<file path="src/rtl/serial_bus_pkg.sv">
// serial_bus_pkg: definitions shared by the serial-bus master and slave ports.
// Holds the default field widths, the bus instruction codes and the state
// encoding of the slave receive stage.
package serial_bus_pkg;

    localparam int ADDR_W  = 12;   // address bits, LSB-first
    localparam int WORD_W  = 8;    // data word bits, LSB-first
    localparam int BURST_W = 15;   // burst-length bits, LSB-first

    typedef enum logic [2:0] {
        S_READ    = 3'd1,
        S_WRITE   = 3'd2,
        S_B_READ  = 3'd3,
        S_B_WRITE = 3'd4
    } instr_e;

    typedef enum logic [2:0] {
        ST_IDLE,
        ST_ADDR_RX,
        ST_DISPATCH,
        ST_BURST_RX,
        ST_DATA_RX,
        ST_READ_WAIT
    } rx_state_e;

endpackage

</file>
<file path="src/rtl/serial_shift_rx.sv">
// serial_shift_rx: LSB-first serial-to-parallel receiver with a bit counter.
// Ports:
//   clk, rst_n : clock, asynchronous active-low reset
//   clr        : synchronous clear of bits and counter (wins over en)
//   en         : sample bit_in this cycle
//   bit_in     : serial input bit
//   word       : bits received so far with the bit being sampled merged in,
//                so it is the complete word in the cycle done is high
//   done       : en is sampling the W-th bit of the current word
module serial_shift_rx #(
    parameter int W = 8
) (
    input  logic         clk,
    input  logic         rst_n,
    input  logic         clr,
    input  logic         en,
    input  logic         bit_in,
    output logic [W-1:0] word,
    output logic         done
);

    localparam int CW = (W > 1) ? $clog2(W) : 1;

    logic [W-1:0]  bits;
    logic [CW-1:0] cnt;

    // NOTE: word gets its full default before the single-bit override, so no latch is inferred.
    always_comb begin
        word      = bits;
        word[cnt] = bit_in;
    end

    assign done = en && (cnt == CW'(W - 1));

    // NOTE: registered state is only ever updated with non-blocking assignments.
    always_ff @(posedge clk or negedge rst_n) begin
        if (!rst_n) begin
            bits <= '0;
            cnt  <= '0;
        end else if (clr) begin
            bits <= '0;
            cnt  <= '0;
        end else if (en) begin
            bits <= word;
            cnt  <= done ? '0 : cnt + 1'b1;
        end
    end

endmodule

</file>
<file path="src/rtl/slave_in_port.sv">
// slave_in_port: serial-bus slave receive stage.
// Deserialises address, burst length and write data for one selected slave,
// issues one-cycle write strobes to the memory core and hands read requests
// to the read-return port.
// Ports:
//   clk, rst_n        : clock, asynchronous active-low reset
//   sel               : slave select for this slave
//   addr_bus          : serial address bit
//   burst_size_bus    : serial burst-length bit
//   w_data_bus        : serial write-data bit, qualified by m_valid
//   m_b_tx_valid      : master is sending a burst length (burst read)
//   read_en           : master requests a read
//   tx_done           : master finished the write transfer
//   split_on          : master aborted the transaction
//   rd_done           : read-return port finished sending data
//   s_ready           : slave can accept serial bits (low while a read is pending)
//   mem_we, mem_addr, mem_wdata : one-cycle write strobe, address and data
//   rd_req, rd_addr, rd_len     : one-cycle read request, start address, word count
//   busy              : transaction in progress
module slave_in_port #(
    parameter int ADDR_W  = serial_bus_pkg::ADDR_W,
    parameter int WORD_W  = serial_bus_pkg::WORD_W,
    parameter int BURST_W = serial_bus_pkg::BURST_W
) (
    input  logic               clk,
    input  logic               rst_n,
    input  logic               sel,
    input  logic               addr_bus,
    input  logic               burst_size_bus,
    input  logic               w_data_bus,
    input  logic               m_valid,
    input  logic               m_b_tx_valid,
    input  logic               read_en,
    input  logic               tx_done,
    input  logic               split_on,
    input  logic               rd_done,
    output logic               s_ready,
    output logic               mem_we,
    output logic [ADDR_W-1:0]  mem_addr,
    output logic [WORD_W-1:0]  mem_wdata,
    output logic               rd_req,
    output logic [ADDR_W-1:0]  rd_addr,
    output logic [BURST_W-1:0] rd_len,
    output logic               busy
);

    import serial_bus_pkg::*;

    rx_state_e state, state_next;

    logic               abort;
    logic               addr_done, len_done, data_done;
    logic               single_rd;
    logic [ADDR_W-1:0]  addr_word, cur_addr;
    logic [BURST_W-1:0] len_word;
    logic [WORD_W-1:0]  data_word;

    // Losing the select or a split kills any transaction in flight; the
    // shifters are gated with it so a word completing in the same cycle is
    // discarded along with the rest.
    assign abort = (state != ST_IDLE) && (split_on || !sel);

    // Each shifter is held clear outside its own state, so its bit count
    // always starts at zero and partial words are dropped on exit.
    serial_shift_rx #(.W(ADDR_W)) u_addr_rx (
        .clk    (clk),
        .rst_n  (rst_n),
        .clr    (state != ST_ADDR_RX),
        .en     ((state == ST_ADDR_RX) && !abort),
        .bit_in (addr_bus),
        .word   (addr_word),
        .done   (addr_done)
    );

    serial_shift_rx #(.W(BURST_W)) u_len_rx (
        .clk    (clk),
        .rst_n  (rst_n),
        .clr    (state != ST_BURST_RX),
        .en     ((state == ST_BURST_RX) && !abort),
        .bit_in (burst_size_bus),
        .word   (len_word),
        .done   (len_done)
    );

    serial_shift_rx #(.W(WORD_W)) u_data_rx (
        .clk    (clk),
        .rst_n  (rst_n),
        .clr    (state != ST_DATA_RX),
        .en     ((state == ST_DATA_RX) && m_valid && !abort),
        .bit_in (w_data_bus),
        .word   (data_word),
        .done   (data_done)
    );

    assign single_rd = (state == ST_DISPATCH) && !abort && read_en && !m_b_tx_valid;
    assign busy      = (state != ST_IDLE);

    always_comb begin
        state_next = state;
        if (abort) begin
            state_next = ST_IDLE;
        end else begin
            unique case (state)
                ST_IDLE:      if (sel) state_next = ST_ADDR_RX;
                ST_ADDR_RX:   if (addr_done) state_next = ST_DISPATCH;
                ST_DISPATCH: begin
                    if (read_en && !m_b_tx_valid) state_next = ST_READ_WAIT;
                    else if (m_b_tx_valid)        state_next = ST_BURST_RX;
                    else                          state_next = ST_DATA_RX;
                end
                ST_BURST_RX:  if (len_done) state_next = ST_READ_WAIT;
                // A word finishing together with tx_done is still strobed,
                // since the write path below keys off data_done alone.
                ST_DATA_RX:   if (tx_done) state_next = ST_IDLE;
                ST_READ_WAIT: if (rd_done) state_next = ST_IDLE;
                default:      state_next = ST_IDLE;
            endcase
        end
    end

    always_ff @(posedge clk or negedge rst_n) begin
        if (!rst_n) state <= ST_IDLE;
        else        state <= state_next;
    end

    // Current address: loaded when the address completes, then advanced
    // (wrapping naturally at ADDR_W bits) after every written word.
    always_ff @(posedge clk or negedge rst_n) begin
        if (!rst_n) begin
            cur_addr <= '0;
        end else if (addr_done) begin
            cur_addr <= addr_word;
        end else if (data_done) begin
            cur_addr <= cur_addr + 1'b1;
        end
    end

    // Registered outputs: strobes last one cycle, their payloads hold until
    // the next strobe. s_ready follows the next state so it is low for
    // exactly the READ_WAIT cycles and rises on the first edge after reset.
    always_ff @(posedge clk or negedge rst_n) begin
        if (!rst_n) begin
            s_ready   <= 1'b0;
            mem_we    <= 1'b0;
            mem_addr  <= '0;
            mem_wdata <= '0;
            rd_req    <= 1'b0;
            rd_addr   <= '0;
            rd_len    <= '0;
        end else begin
            s_ready <= (state_next != ST_READ_WAIT);
            mem_we  <= data_done;
            rd_req  <= single_rd || len_done;
            if (data_done) begin
                mem_addr  <= cur_addr;
                mem_wdata <= data_word;
            end
            if (single_rd) begin
                rd_addr <= cur_addr;
                rd_len  <= BURST_W'(1);
            end else if (len_done) begin
                rd_addr <= cur_addr;
                rd_len  <= (len_word == '0) ? BURST_W'(1) : len_word;
            end
        end
    end

endmodule

</file>
<file path="config.mk">
export PLATFORM = sky130hd
export DESIGN_NAME = slave_in_port
export DESIGN_NICKNAME = d
export VERILOG_FILES = /design/src/rtl/serial_bus_pkg.sv /design/src/rtl/serial_shift_rx.sv /design/src/rtl/slave_in_port.sv
export SDC_FILE = /design/constraint.sdc
export NUM_CORES = 1
export LEC_CHECK = 0
export ABC_AREA = 1
export BUFFER_PORTS_ARGS = -buffer_cell sky130_fd_sc_hd__buf_4
export CORE_MARGIN = 1.5
export CORE_UTILIZATION = 55
export DETAILED_ROUTE_END_ITERATION = 8
export HOLD_SLACK_MARGIN = 0.02
export PLACE_DENSITY = 0.76
export SLEW_MARGIN = 20
export SYNTH_ARGS = -nofsm -noshare
export SYNTH_HDL_FRONTEND = slang
export SYNTH_SLANG_ARGS = --single-unit
</file>
<file path="constraint.sdc">
create_clock -name clk -period 3.3 [get_ports clk]
set_input_delay 0.66 -clock clk [delete_from_list [all_inputs] [get_ports clk]]
set_output_delay 0.66 -clock clk [all_outputs]
set_load 0.01 [all_outputs]
</file>
* After elaboration in Yosys (flattened, before gate mapping)
Cells that the tools add are included.
** Cells by class
- Add/sub/neg operators :: 4
- $lt $le $gt $ge :: 6
- Eq/ne operators :: 12
- Mux-type cells :: 40
- Reduce and logical (&&, ||, !) cells :: 28
** Operator list (number)
- $mux W15 :: 5
- $mux W12 :: 6
- $mux W3 :: 11
- $mux W4 :: 6
- $pmux W3 S6 :: 1
- $mux W8 :: 2
- $bwmux W15 :: 1
- $logic_and A1 B1 Y1 :: 15
- $logic_not A15 Y1 :: 1
- $add A12 B1 Y12 const B :: 1
- $bwmux W12 :: 1
- $lt A4 B5 Y1 const B :: 2
- $reduce_bool A2 Y1 :: 5
- $eq A3 B3 Y1 const B :: 3
- $add A4 B1 Y4 const B :: 2
- $bwmux W8 :: 1
- $demux W1 S4 :: 2
- $eq A4 B4 Y1 const B :: 2
- $ge A4 B1 Y1 const B :: 2
- $eq A3 B2 Y1 const B :: 2
- $ne A3 B3 Y1 const B :: 2
- $lt A3 B4 Y1 const B :: 1
- $add A3 B1 Y3 const B :: 1
- $demux W1 S3 :: 1
- other kinds (9) :: 14
** Word-level totals
- Register bits after elaboration :: 111
- Input port bits :: 12
- Output and inout bits :: 51
- Word-level logic and storage cells :: 105

* Longest topological paths before layout
- Depth in word-level cells :: 10
- Mapped depth :: 11
- Depth with buffers taken out :: 10

* Modules after synthesis
A second synthesis with hierarchy kept.
** Unflattened totals
- Cells, all modules :: 773
- Area, all modules :: 6152.2 um^2
** Modules (own cells, without submodules)
- slave_in_port :: instances 1, cells an instance 348, area an instance 3054.2 um^2
- serial_shift_rx at u_len_rx :: instances 1, cells an instance 175, area an instance 1246.2 um^2
- serial_shift_rx at u_addr_rx :: instances 1, cells an instance 152, area an instance 1108.6 um^2
- serial_shift_rx at u_data_rx :: instances 1, cells an instance 98, area an instance 743.2 um^2

* Worst setup path before layout
No wires, ideal clock.
- Path kind :: input-to-reg
- Start :: input port sel
- End :: register cur_addr[8]
- Library setup time :: 0.121 ns
- Data arrival time :: 1.629 ns
- Data required time :: 3.179 ns
- Slack :: 1.550 ns
- Stages :: 9
- Path buffers :: 2
- Path through :: inv_1 -> nor2_4 -> nand2_1 -> nor2_2 -> nand2_1 -> buf_6 -> buf_6 -> o22ai_1 -> nor2_1
** Between the ends
- Longest elaborated chain between the ends :: 7
** Ends and longest elaborated chain
- start: declaration :: line slave_in_port.sv:27 : input logic sel,
- $logic_not A1 Y1 (*) :: line slave_in_port.sv:61 : assign abort = (state != ST_IDLE) && (split_on || !sel);
- $logic_or A1 B1 Y1 (*) :: line slave_in_port.sv:61
- $logic_and A1 B1 Y1 (*) :: line slave_in_port.sv:61
- $logic_not A1 Y1 (*) :: line slave_in_port.sv:69, slave_in_port.sv:89
- $logic_and A1 B1 Y1 (on tied branches) :: line slave_in_port.sv:69, slave_in_port.sv:89
- $logic_and A1 B1 Y1 :: line serial_shift_rx.sv:33 : assign done = en && (cnt == CW'(W - 1));
- $mux W12 / $reduce_bool A2 Y1 (equally long branches)
- end signal: assignment :: line slave_in_port.sv:132 : cur_addr <= addr_word;
- end signal: assignment :: line slave_in_port.sv:134 : cur_addr <= cur_addr + 1'b1;
- end: declaration :: line slave_in_port.sv:54 : logic [ADDR_W-1:0] addr_word, cur_addr;
Every way passes the cells marked *; elsewhere a longest branch is shown, timed or not.
A chain may end at the register's enable or synchronous reset.

* Worst setup path after layout
- Start :: register u_len_rx.cnt[0]
- End :: register rd_len[0]
** Between the ends
- Longest elaborated chain between the ends :: 9
** Ends and longest elaborated chain
- start: declaration :: line serial_shift_rx.sv:25 : logic [CW-1:0] cnt;
- start signal: assignment :: line serial_shift_rx.sv:45 : cnt <= done ? '0 : cnt + 1'b1;
- $lt A4 B5 Y1 (implied by the code) / $ge A4 B1 Y1 (equally long branches) :: line serial_shift_rx.sv:30 : word[cnt] = bit_in;
- $logic_and A1 B1 Y1 (implied by the code) :: line serial_shift_rx.sv:30
- $mux W1 (implied by the code) :: line serial_shift_rx.sv:30
- $demux W1 S4
- $bwmux W15 :: line serial_shift_rx.sv:30
- $logic_not A15 Y1 :: line slave_in_port.sv:163 : rd_len <= (len_word == '0) ? BURST_W'(1) : len_word;
- $mux W15 :: line slave_in_port.sv:163
- $mux W15 :: line slave_in_port.sv:161 : end else if (len_done) begin
- $mux W15 :: line slave_in_port.sv:158 : if (single_rd) begin
- end signal: assignment :: line slave_in_port.sv:163
- end: declaration :: line slave_in_port.sv:43 : output logic [BURST_W-1:0] rd_len,
Parallel ways exist; a longest one is shown, timed or not. The select of a mux whose other input is x is not followed.

==> Flow_metrics.wiki <==
{| class="wikitable"
! Metric !! Value
|-
| Overall die height || 102.3 µm
|-
| Congestion Overflow GR || 0
|-
| DRT Wirelength || around 13000 µm
|-
| Share of the cycle needed by the critical path after routing || 0.6688
|-
| Gate family responsible for the most delay along the worst path || simple AND/OR/NAND/NOR gates
|-
| Number of pins exceeding their max-slew limit in the final report || 0
|-
| Number of gates given a new drive strength after cts || 0
|-
| DR vias || 4772
|-
| Number of sinks driven by the clock tree || 110
|-
| Number of logic stages on the critical path including buffering || 8
|-
| Starting density of the core || 0.5602
|-
| Hold WC Path Type || input port to async pin
|-
| Number of diodes added for antenna fixing || 0
|-
| Synthesized net count || 679
|-
| Number of buffers and inverters on the critical path || 2
|-
| Slowest CP cell || nor2_4
|-
| Top routing layer used || met4
|-
| Share of synthesized registers carrying an async set or reset || 1.000
|-
| Slew at the pin with the worst max-slew slack || 831.9 ps
|-
| Avg WL per Cell || 15.26 µm
|-
| Fraction of layout cells with a size suffix above 1 || 0.1404
|-
| Type of origin of the critical path || register
|-
| Layout area overhead || 12.55%
|-
| Via-per-instance ratio || 5.647
|-
| CP max FO || 36
|-
| Power per cell area || 398.9 nW/µm²
|-
| Wire length of the first global-routing pass || 21080 µm
|-
| Half-perimeter wire length after detailed placement || 9259 µm
|-
| Critical Path AT || 2490 ps
|-
| Post-synthesis area per instance || 8.270 µm²
|-
| Insertion delay to the later sink of the worst-skew pair || around 390 ps
|-
| Post-synth top cells || nand2_1 (195), dfrtp_1 (110), inv_1 (57)
|-
| Met3 WL || 706 µm
|-
| Count of different cell masters after synthesis || 34
|-
| Number of antenna violations at the first check in global routing || 0
|-
| Maximum VDD drop || 298.3 µV
|-
| Clock transition time at the flip-flop clock pins of the worst setup and hold paths || 100 ps
|-
| Post-layout total power || 0.002436 W
|-
| Post-Synthesis Cells || 656
|-
| GP Congestion || about 0.85
|-
| Setup TNS || 0 ps
|-
| Final clock skew || 9.722 ps
|-
| Number of remaining DRC errors || 0
|-
| Max-capacitance violation count || 0
|-
| Root Buffer || clkbuf_8
|-
| Worst Reg-to-Reg Cells || 8
|-
| Delay contributed by the slowest stage of the critical path || 660 ps
|-
| Biggest area contributors in the synthesized netlist || dfrtp_1 (51%), nand2_1 (13%), nand3_1 (4.5%)
|-
| Fmax || between 0.4 and 0.5 GHz
|-
| Met1 layer wirelength in the final routing || between 5000 and 6000 µm
|-
| Lkg Pwr || 3.049 nW
|-
| Number of failing hold endpoints at the final stage || 0
|-
| Number of nets with antenna violations after routing || 0
|-
| Nets || 730
|-
| Largest area contributor in the synthesized netlist || dfrtp_1
|-
| Cells traversed along the worst timing path || inv_1 -> ha_1 -> nand3_2 -> nor2_8 -> nor2_4 -> inv_2 -> nor2_1 -> a21oi_1
|-
| Final period demand of the worst path || 2207 ps
|-
| X dimension of the die || just over 100 µm
|-
| Post-synthesis instance area || around 5400 µm²
|-
| Iter 0 DRT Violations || 182
|-
| Number of buffers inserted by post-CTS setup repair || 0
|-
| Ports || 63
|-
| Sequential-to-total area share from yosys stat || 0.5074
|-
| #FFs+latches synth || 110
|-
| CTS tree || yes
|-
| Number of buffer cells added on primary ports || 62
|-
| Most frequent cell after synthesis || nand2_1
|-
| Worst slew margin relative to its limit || 0.4441
|-
| Outcome || complete, no violations
|-
| Post-synth EDFFs || 0
|-
| WS Path Type || register to register
|-
| Largest net degree at the start of global routing || 58
|-
| Via count of the first global-routing pass || 4418
|-
| Number of buffers created by CTS || 9
|-
| Met2 Wirelength || approximately 6400 µm
|-
| Yosys warning count || 0
|-
| Timing startpoint of the critical path || u_len_rx.cnt[0]$_DFFE_PN0P_
|-
| Origin of the critical flop-to-flop path || u_len_rx.cnt[0]$_DFFE_PN0P_
|-
| Tightest hold margin || 303.4 ps
|-
| Overall Global Routing Usage || 0.2612
|-
| Most instantiated flip-flop cell in the synthesis netlist || dfrtp_1
|-
| Number of placement rows || 36
|-
| Final setup vio count || 0
|-
| Post-route core utilization || 0.6305
|-
| Maximum buffer depth of the clock tree || 2
|-
| H-tree levels || 3
|-
| Length of the first detailed-routing pass in iterations || 5
|-
| Top-area cell type share of the netlist area || 0.5074
|-
| RSZ-0062 raised after global routing || false
|-
| Required time of the critical path || 3580 ps
|-
| Number of hold-repair buffers added at the cts stage || 0
|-
| Core Box Area || approximately 9700 µm²
|-
| Critical path capture point type || register
|-
| Area of the die || 10470 µm²
|}
[path summary, 6_finish.rpt]
path                                           endpoint  slack, ps
setup / recovery                  rd_len[0]$_DFFE_PN0P_       1090
hold / removal                 mem_wdata[4]$_DFFE_PN0P_        300
setup reg to reg                  rd_len[0]$_DFFE_PN0P_       1090
hold reg to reg                  rd_addr[8]$_DFFE_PN0P_        490
max in group asynchronous  u_addr_rx.cnt[3]$_DFFE_PN0P_       2260
min in group clk                 rd_addr[8]$_DFFE_PN0P_        490
[report_power, final]
group	internal (W)	switching [W]
Clock	0.000350	0.000448
Combinational	0.0000711	0.000178
Sequential	0.00137	0.0000191
Total	0.00179	0.000644
[metal layers]
layer | global-route usage | up-vias
met2 | 0.4305 | 166
met3 | 0.05882 | 23
met5 | 0 | -
met1 | 0.3436 | 2314
met4 | 0.08641 | 0
li1 | - | 2269
[registers in the layout, summed over array words and instances, names as in the netlist]
register	flops
mem_wdata	8
u_addr_rx.bits	11
u_data_rx.bits	8
u_data_rx.cnt	3
u_len_rx.cnt	4
rd_len	15
u_addr_rx.cnt	4
u_len_rx.bits	15
mem_we	1
state	3
mem_addr	12
cur_addr	12
s_ready	1
rd_req	1
rd_addr	12
[per-stage QoR]
stage          std cells  setup WS (ps)  area [µm²]
6_report             845           1093        6106
5_1_grt              845          887.0        6106
4_1_cts              845           1087        6106
3_5_place_dp         829          767.4        5923
3_3_place_gp         829          822.6        5923
2_1_floorplan        656           1550        5425
[cell usage in the layout, fill, tap and decap left out, drive strengths merged]
cell and count:
nand2 199, a211oi 1, clkbuf 12, nand3 52, bufinv 1, clkinv 3, o21ai 59, nor3 13
clkinvlp 1, o21a 1, a22o 6, buf 64, a31oi 4, nor4 1, nor2 47, dfrtp 110
a21oi 19, o221ai 1, xor2 2, o22ai 11, ha 11, inv 64, nand4 14, o31ai 13
o211ai 3
[kinds of logic after synthesis]
| group | count (synthesis) | synth area share |
|---|---|---|
| buffers and inverters | 89 | 0.07472 |
| XOR/XNOR | 2 | 0.003229 |
| adder cells (fa/ha/maj) | 11 | 0.02537 |
| flip-flops | 110 | 0.5074 |
| AND/OR/NAND/NOR | 326 | 0.2638 |
| AO/OA/AOI/OAI | 118 | 0.1255 |
[area by class of cell]
cell class / instances / area [µm²]
Timing Repair Buffer: 64 / 493.0
Fill cell: 821 / 3578
Tap cell: 133 / 166.4
Inverter: 65 / 244.0
Multi-Input combinational cell: 457 / 2267
Sequential cell: 110 / 2753
Clock buffer: 12 / 135.1
Clock inverter: 4 / 47.55
No activity file was read; power rests on OpenSTA's default activity.
